## src/rtl/trap_ctrl.sv

```systemverilog
// Machine-mode trap sequencer: picks exception / MRET / interrupt, drains the
// pipeline, issues one CSR commit strobe, then one fetch redirect.
//
// state    | meaning
// IDLE     | waiting for a request; requests are sampled only here
// FLUSH    | flush_req held high until the pipeline acks the drain
// COMMIT   | one-cycle trap_take / mret_take with CSR write data
// REDIRECT | one-cycle redirect_valid to the trap vector or mepc
module trap_ctrl #(
    parameter logic       VECTORED_EN = 1'b1,
    parameter logic [1:0] MPP_VALUE   = 2'b11
) (
    input  logic        clk,
    input  logic        rst,
    input  logic        exc_valid,
    input  logic [3:0]  exc_code,
    input  logic [31:0] exc_pc,
    input  logic [31:0] exc_tval,
    input  logic        mret_valid,
    input  logic        boundary_valid,
    input  logic [31:0] boundary_pc,
    input  logic        irq_sw,
    input  logic        irq_timer,
    input  logic        irq_ext,
    input  logic        i_mstatus_mie,
    input  logic        i_mstatus_mpie,
    input  logic        i_mie_msie,
    input  logic        i_mie_mtie,
    input  logic        i_mie_meie,
    input  logic [29:0] i_mtvec_base,
    input  logic [1:0]  i_mtvec_mode,
    input  logic [31:0] i_mepc_value,
    output logic        flush_req,
    input  logic        flush_ack,
    output logic        trap_take,
    output logic        mret_take,
    output logic        o_mcause_interrupt,
    output logic [30:0] o_mcause_exception_code,
    output logic [31:0] o_mepc_value,
    output logic [31:0] o_mtval_value,
    output logic        o_mstatus_mie,
    output logic        o_mstatus_mpie,
    output logic [1:0]  o_mstatus_mpp,
    output logic        redirect_valid,
    output logic [31:0] redirect_pc,
    output logic        busy
);

    typedef enum logic [1:0] {
        IDLE     = 2'd0,
        FLUSH    = 2'd1,
        COMMIT   = 2'd2,
        REDIRECT = 2'd3
    } state_t;

    state_t      state;
    logic        lat_mret;
    logic        lat_int;
    logic [3:0]  lat_code;
    logic [31:0] lat_epc;
    logic [31:0] lat_tval;

    logic        mei_en;
    logic        msi_en;
    logic        mti_en;
    logic        irq_take;
    logic [3:0]  irq_code;
    logic [31:0] trap_base;
    logic [31:0] vec_offset;
    logic [31:0] target;

    assign mei_en   = irq_ext   & i_mie_meie;
    assign msi_en   = irq_sw    & i_mie_msie;
    assign mti_en   = irq_timer & i_mie_mtie;
    assign irq_take = boundary_valid & i_mstatus_mie & (mei_en | msi_en | mti_en);

    // Fixed interrupt priority: external, then software, then timer.
    always_comb begin
        irq_code = 4'd0;
        if (mei_en) begin
            irq_code = 4'd11;
        end else if (msi_en) begin
            irq_code = 4'd3;
        end else if (mti_en) begin
            irq_code = 4'd7;
        end
    end

    assign trap_base  = {i_mtvec_base, 2'b00};
    assign vec_offset = {26'd0, lat_code, 2'b00};

    // Target uses the CSR inputs as they stand before the commit lands.
    always_comb begin
        target = trap_base;
        if (lat_mret) begin
            target = i_mepc_value & 32'hFFFF_FFFC;
        end else if (VECTORED_EN && (i_mtvec_mode == 2'b01) && lat_int) begin
            target = trap_base + vec_offset;
        end
    end

    assign busy = (state != IDLE);

    always_ff @(posedge clk or negedge rst) begin
        if (!rst) begin
            state                   <= IDLE;
            lat_mret                <= 1'b0;
            lat_int                 <= 1'b0;
            lat_code                <= 4'd0;
            lat_epc                 <= 32'd0;
            lat_tval                <= 32'd0;
            flush_req               <= 1'b0;
            trap_take               <= 1'b0;
            mret_take               <= 1'b0;
            o_mcause_interrupt      <= 1'b0;
            o_mcause_exception_code <= 31'd0;
            o_mepc_value            <= 32'd0;
            o_mtval_value           <= 32'd0;
            o_mstatus_mie           <= 1'b0;
            o_mstatus_mpie          <= 1'b0;
            o_mstatus_mpp           <= 2'b00;
            redirect_valid          <= 1'b0;
            redirect_pc             <= 32'd0;
        end else begin
            // Strobes and CSR data are only non-zero during their single cycle.
            trap_take               <= 1'b0;
            mret_take               <= 1'b0;
            o_mcause_interrupt      <= 1'b0;
            o_mcause_exception_code <= 31'd0;
            o_mepc_value            <= 32'd0;
            o_mtval_value           <= 32'd0;
            o_mstatus_mie           <= 1'b0;
            o_mstatus_mpie          <= 1'b0;
            o_mstatus_mpp           <= 2'b00;
            redirect_valid          <= 1'b0;
            redirect_pc             <= 32'd0;

            case (state)
                IDLE: begin
                    if (exc_valid) begin
                        lat_mret  <= 1'b0;
                        lat_int   <= 1'b0;
                        lat_code  <= exc_code;
                        lat_epc   <= exc_pc;
                        lat_tval  <= exc_tval;
                        state     <= FLUSH;
                        flush_req <= 1'b1;
                    end else if (mret_valid) begin
                        lat_mret  <= 1'b1;
                        lat_int   <= 1'b0;
                        lat_code  <= 4'd0;
                        lat_epc   <= 32'd0;
                        lat_tval  <= 32'd0;
                        state     <= FLUSH;
                        flush_req <= 1'b1;
                    end else if (irq_take) begin
                        lat_mret  <= 1'b0;
                        lat_int   <= 1'b1;
                        lat_code  <= irq_code;
                        lat_epc   <= boundary_pc;
                        lat_tval  <= 32'd0;
                        state     <= FLUSH;
                        flush_req <= 1'b1;
                    end
                end

                FLUSH: begin
                    if (flush_ack) begin
                        state         <= COMMIT;
                        flush_req     <= 1'b0;
                        o_mstatus_mpp <= MPP_VALUE;
                        if (lat_mret) begin
                            mret_take      <= 1'b1;
                            o_mstatus_mie  <= i_mstatus_mpie;
                            o_mstatus_mpie <= 1'b1;
                        end else begin
                            trap_take               <= 1'b1;
                            o_mcause_interrupt      <= lat_int;
                            o_mcause_exception_code <= {27'd0, lat_code};
                            o_mepc_value            <= lat_epc;
                            o_mtval_value           <= lat_tval;
                            o_mstatus_mie           <= 1'b0;
                            o_mstatus_mpie          <= i_mstatus_mie;
                        end
                    end
                end

                COMMIT: begin
                    state          <= REDIRECT;
                    redirect_valid <= 1'b1;
                    redirect_pc    <= target;
                end

                REDIRECT: begin
                    state <= IDLE;
                end

                default: begin
                    state     <= IDLE;
                    flush_req <= 1'b0;
                end
            endcase
        end
    end

endmodule

```

## config.mk

```make
export PLATFORM = sky130hd
export DESIGN_NAME = trap_ctrl
export DESIGN_NICKNAME = d
export VERILOG_FILES = /design/src/rtl/trap_ctrl.sv
export SDC_FILE = /design/constraint.sdc
export NUM_CORES = 1
export LEC_CHECK = 0
export CORE_AREA = 2 2 134 136
export DETAILED_ROUTE_END_ITERATION = 6
export DIE_AREA = 0 0 136 138
export PLACE_DENSITY = 0.84
export SYNTH_ARGS = -nofsm -noshare
export SYNTH_HDL_FRONTEND = slang
export SYNTH_SLANG_ARGS = --single-unit
```

## constraint.sdc

```tcl
create_clock -name clk -period 4.4 [get_ports clk]
set_input_delay 0.88 -clock clk [delete_from_list [all_inputs] [get_ports clk]]
set_output_delay 0.88 -clock clk [all_outputs]
set_load 0.02 [all_outputs]
```

==> Flow_metrics.wiki <==
{| class="wikitable"
! Metric !! Value
|-
| Number of rows created at floorplan || 49
|-
| Cell Pwr Density || 522 nW/um^2
|-
| DRC || 0
|-
| Growth of design area from synthesis to finish || 43.7%
|-
| Capture point of the critical path || busy
|-
| Share of the clock period used by the worst path || 68.4%
|-
| Core box area || 17500 sq um
|-
| Highest clock rate || 332 MHz
|-
| Post-detailed-placement half-perimeter wirelength || 15900 microns
|-
| Fraction of layout instances using a drive strength above 1 || 8.94%
|-
| Data required time of the critical path || 3520 ps
|-
| Area contributors post-synth || sky130_fd_sc_hd__dfrtp_1 (56%), sky130_fd_sc_hd__and2_1 (5.5%), sky130_fd_sc_hd__mux2_2 (5.0%), sky130_fd_sc_hd__a22o_1 (3.5%), sky130_fd_sc_hd__a21o_1 (3.1%)
|-
| Share of synthesized flip-flops with an asynchronous set or reset || 100%
|-
| Post-route antenna net violation count || 0
|-
| Clock tree skew after final layout || 11.7 ps
|-
| Drt pass-1 iters || 6
|-
| Clock tree root buffer cell || sky130_fd_sc_hd__clkbuf_16
|-
| Yosys top cell by area || sky130_fd_sc_hd__dfrtp_1
|-
| Chip height || 138 microns
|-
| Cell internal power dissipation || 0.00390 W
|-
| Relative slew margins || 46.4%
|-
| Time the worst path needs with I/O delays and setup || 3010 ps
|-
| Cts hold-fix bufs || 0
|-
| Post-place setup slack || 1050 ps
|-
| Final routed wirelength across all metal layers || 22400 microns
|-
| Critical path fanouts, max || 39
|-
| Path depth of the worst reg2reg path || 4
|-
| Drt via density || 5.44
|-
| Routed length per instance || 18.5 microns
|-
| Largest buffer count on any clock path || 2
|-
| Clock group share of total power || 24.2%
|-
| Beginning of the critical path || state[0]
|-
| Number of buffers added by the clock tree synthesis step || 17
|-
| Worst ir drop on vdd || 0.389 mV
|-
| Top flip-flop cell by instance count after synthesis || sky130_fd_sc_hd__dfrtp_1
|-
| Effective utilization at floorplan || 45.4%
|-
| Total of cells resized after clock tree synthesis || 0
|-
| Combinational share of power || 36.5%
|-
| Sequential-to-total area share from yosys stat || 56.0%
|-
| Final hold violations || 0
|-
| Clock latency on the worst-skew pair || 430 ps
|-
| Least setup slack across all paths after layout || 1390 ps
|-
| GRT Util Overall || 24.2%
|-
| Gpl congestion || 0.890
|-
| Yosys reg bits || 178
|-
| Via count of the first global-routing pass || 6542
|-
| Setup repair after global routing missed its margin || false
|-
| Clock transition time at the flip-flop clock pins of the worst setup and hold paths || 70 ps
|-
| Element type at the critical path start || register
|-
| Number of top-level design ports || 315
|-
| Number of antenna violations at the first check in global routing || 3
|-
| CTS tree || yes
|-
| Overflow left after global routing || 0
|-
| Reg2reg end || redirect_pc[25]
|-
| Final setup viols || 0
|-
| Pin count of the biggest net entering global routing || 89
|-
| Sequential cell area || 4450 sq um
|-
| FF-to-FF Start || lat_mret
|-
| Mean area per synthesized cell || 11.3 sq um
|-
| Most common cell in the netlist || sky130_fd_sc_hd__dfrtp_1
|-
| Number of vias after detailed routing || 6598
|-
| Max-slew violation count || 0
|-
| Hold Crit Class || reg -> reg
|-
| Sequential cell fraction of total power || 39.3%
|-
| Post-Synthesis Cells || 707
|-
| Leakage power || 5.30 nW
|-
| Status || completed
|-
| Die X || 136 microns
|-
| Multi-input logic area || 3150 sq um
|-
| Crit end category || output port
|-
| Max_cap viols || 0
|-
| EDFF count, synth || 0
|-
| Post-CTS Setup Repair Bufs || 0
|-
| Fill cells || 1414
|-
| Top cell types by occurrence after synthesis || sky130_fd_sc_hd__dfrtp_1 (178), sky130_fd_sc_hd__and2_1 (70), sky130_fd_sc_hd__clkbuf_1 (40)
|-
| Switching pwr || 0.00207 W
|-
| # clock sinks || 178
|-
| Number of DRC violations after detailed-routing iteration 0 || 336
|-
| Register-to-Register Setup Slack || 1910 ps
|-
| Count of port buffers added during placement || 283
|-
| Critical Path AT || 2130 ps
|-
| Proportion of netlist area held by the largest area contributor || 56.0%
|-
| Tightest Pin Transition || 805 ps
|-
| Final antenna diode count || 0
|-
| Netlist Area Pre-Place || 7960 sq um
|-
| Post-Route Setup TNS || 0 ps
|-
| Synth unique cells || 58
|-
| WS Path Type || reg -> out
|-
| Count of warnings emitted by yosys || 0
|-
| Deepest level of the CTS H-tree || 4
|-
| Switching part of the total || 34.7%
|-
| Fin nets || 1158
|-
| Die area || 18800 sq um
|-
| Global-route wire length before repair || 35200 microns
|}
[layout by cell type, fill, tap and decap left out, drive strengths merged, types with 13 or more instances in the layout]
cell type      count
nor2              15
inv               25
nand3             23
a22o              32
o21ai             26
nor3              15
a21o              33
mux2              35
nand4             13
dfrtp            178
clkdlybuf4s50    281
conb              29
nand2             25
and3              36
and2              70
a31oi             14
buf               14
or4               14
clkbuf            17
[final cells by class]
class | count | share of cell area [%]
sequential | 178 | 39.0
multi-input combinational | 464 | 27.6
timing repair buffer | 295 | 25.5
clock buffer | 17 | 3.72
tap | 229 | 2.51
clock inverter | 14 | 1.17
inverter | 16 | 0.525
[registers in the layout, indices dropped and copies added (netlist names), 2 cells and up]
name / count
lat_epc: 32
lat_tval: 32
o_mepc_value: 32
o_mtval_value: 32
redirect_pc: 30
lat_code: 4
o_mcause_exception_code: 4
state: 2
[per-layer routing]
layer | vias up | track usage (%) | wire length (microns)
met5 | - | 0 | 27
met4 | 4 | 8.99 | 560
met3 | 47 | 6.67 | 1850
met2 | 311 | 40.3 | 11300
met1 | 3210 | 29.9 | 8660
li1 | 3026 | - | -
[cell families after synthesis]
kind of cell               Yosys count  synth area share (%)
DFF                                178                  56.0
adders and majority gates            8                  1.35
and+or+nand+nor                    232                  17.0
other                                1                0.0471
AOI/OAI and AO/OA                  158                  14.5
muxes                               37                  5.20
buffers and inverters               93                  5.90
[metrics by stage]
stage | total power [W] | hold slack, ps | util [%] | area (sq um) | instances
2_1_floorplan | 0.00364 | 441 | - | 8060 | 735
6_report | 0.00597 | 467 | 65.2 | 11400 | 1213
5_1_grt | 0.00631 | 479 | 65.2 | 11400 | 1213
3_3_place_gp | 0.00449 | 449 | 62.0 | 10900 | 1182
4_1_cts | 0.00603 | 473 | 65.2 | 11400 | 1213
3_5_place_dp | 0.00456 | 457 | 62.0 | 10900 | 1182
[power by group through the flow]
stage	Clock, W	Sequential [W]	Combinational, W
floorplan	0	0.00256	0.00108
global placement	0	0.00236	0.00213
detailed placement	0	0.00238	0.00218
CTS	0.00148	0.00235	0.00219
global route	0.00155	0.00240	0.00237
finish	0.00145	0.00235	0.00218
[how the worst min path moves through the flow]
stage,slack [ps],from,cells past startpoint,end
final,470,lat_tval[17],1,lat_tval[17]
after global routing,480,lat_tval[7],1,lat_tval[7]
after CTS,470,lat_tval[23],1,lat_tval[23]
after detailed placement,460,lat_tval[23],1,lat_tval[23]
after global placement,450,lat_tval[17],1,lat_tval[17]
after floorplan,440,lat_tval[0],1,lat_tval[0]
[critical path, cell delays in order, from the launching register on]
cell and delay (ps):
sky130_fd_sc_hd__dfrtp_1 400, sky130_fd_sc_hd__inv_1 90, sky130_fd_sc_hd__ha_1 140, sky130_fd_sc_hd__buf_4 330
sky130_fd_sc_hd__inv_1 170, sky130_fd_sc_hd__clkdlybuf4s50_1 590
No activity file was read; power rests on OpenSTA's default activity.
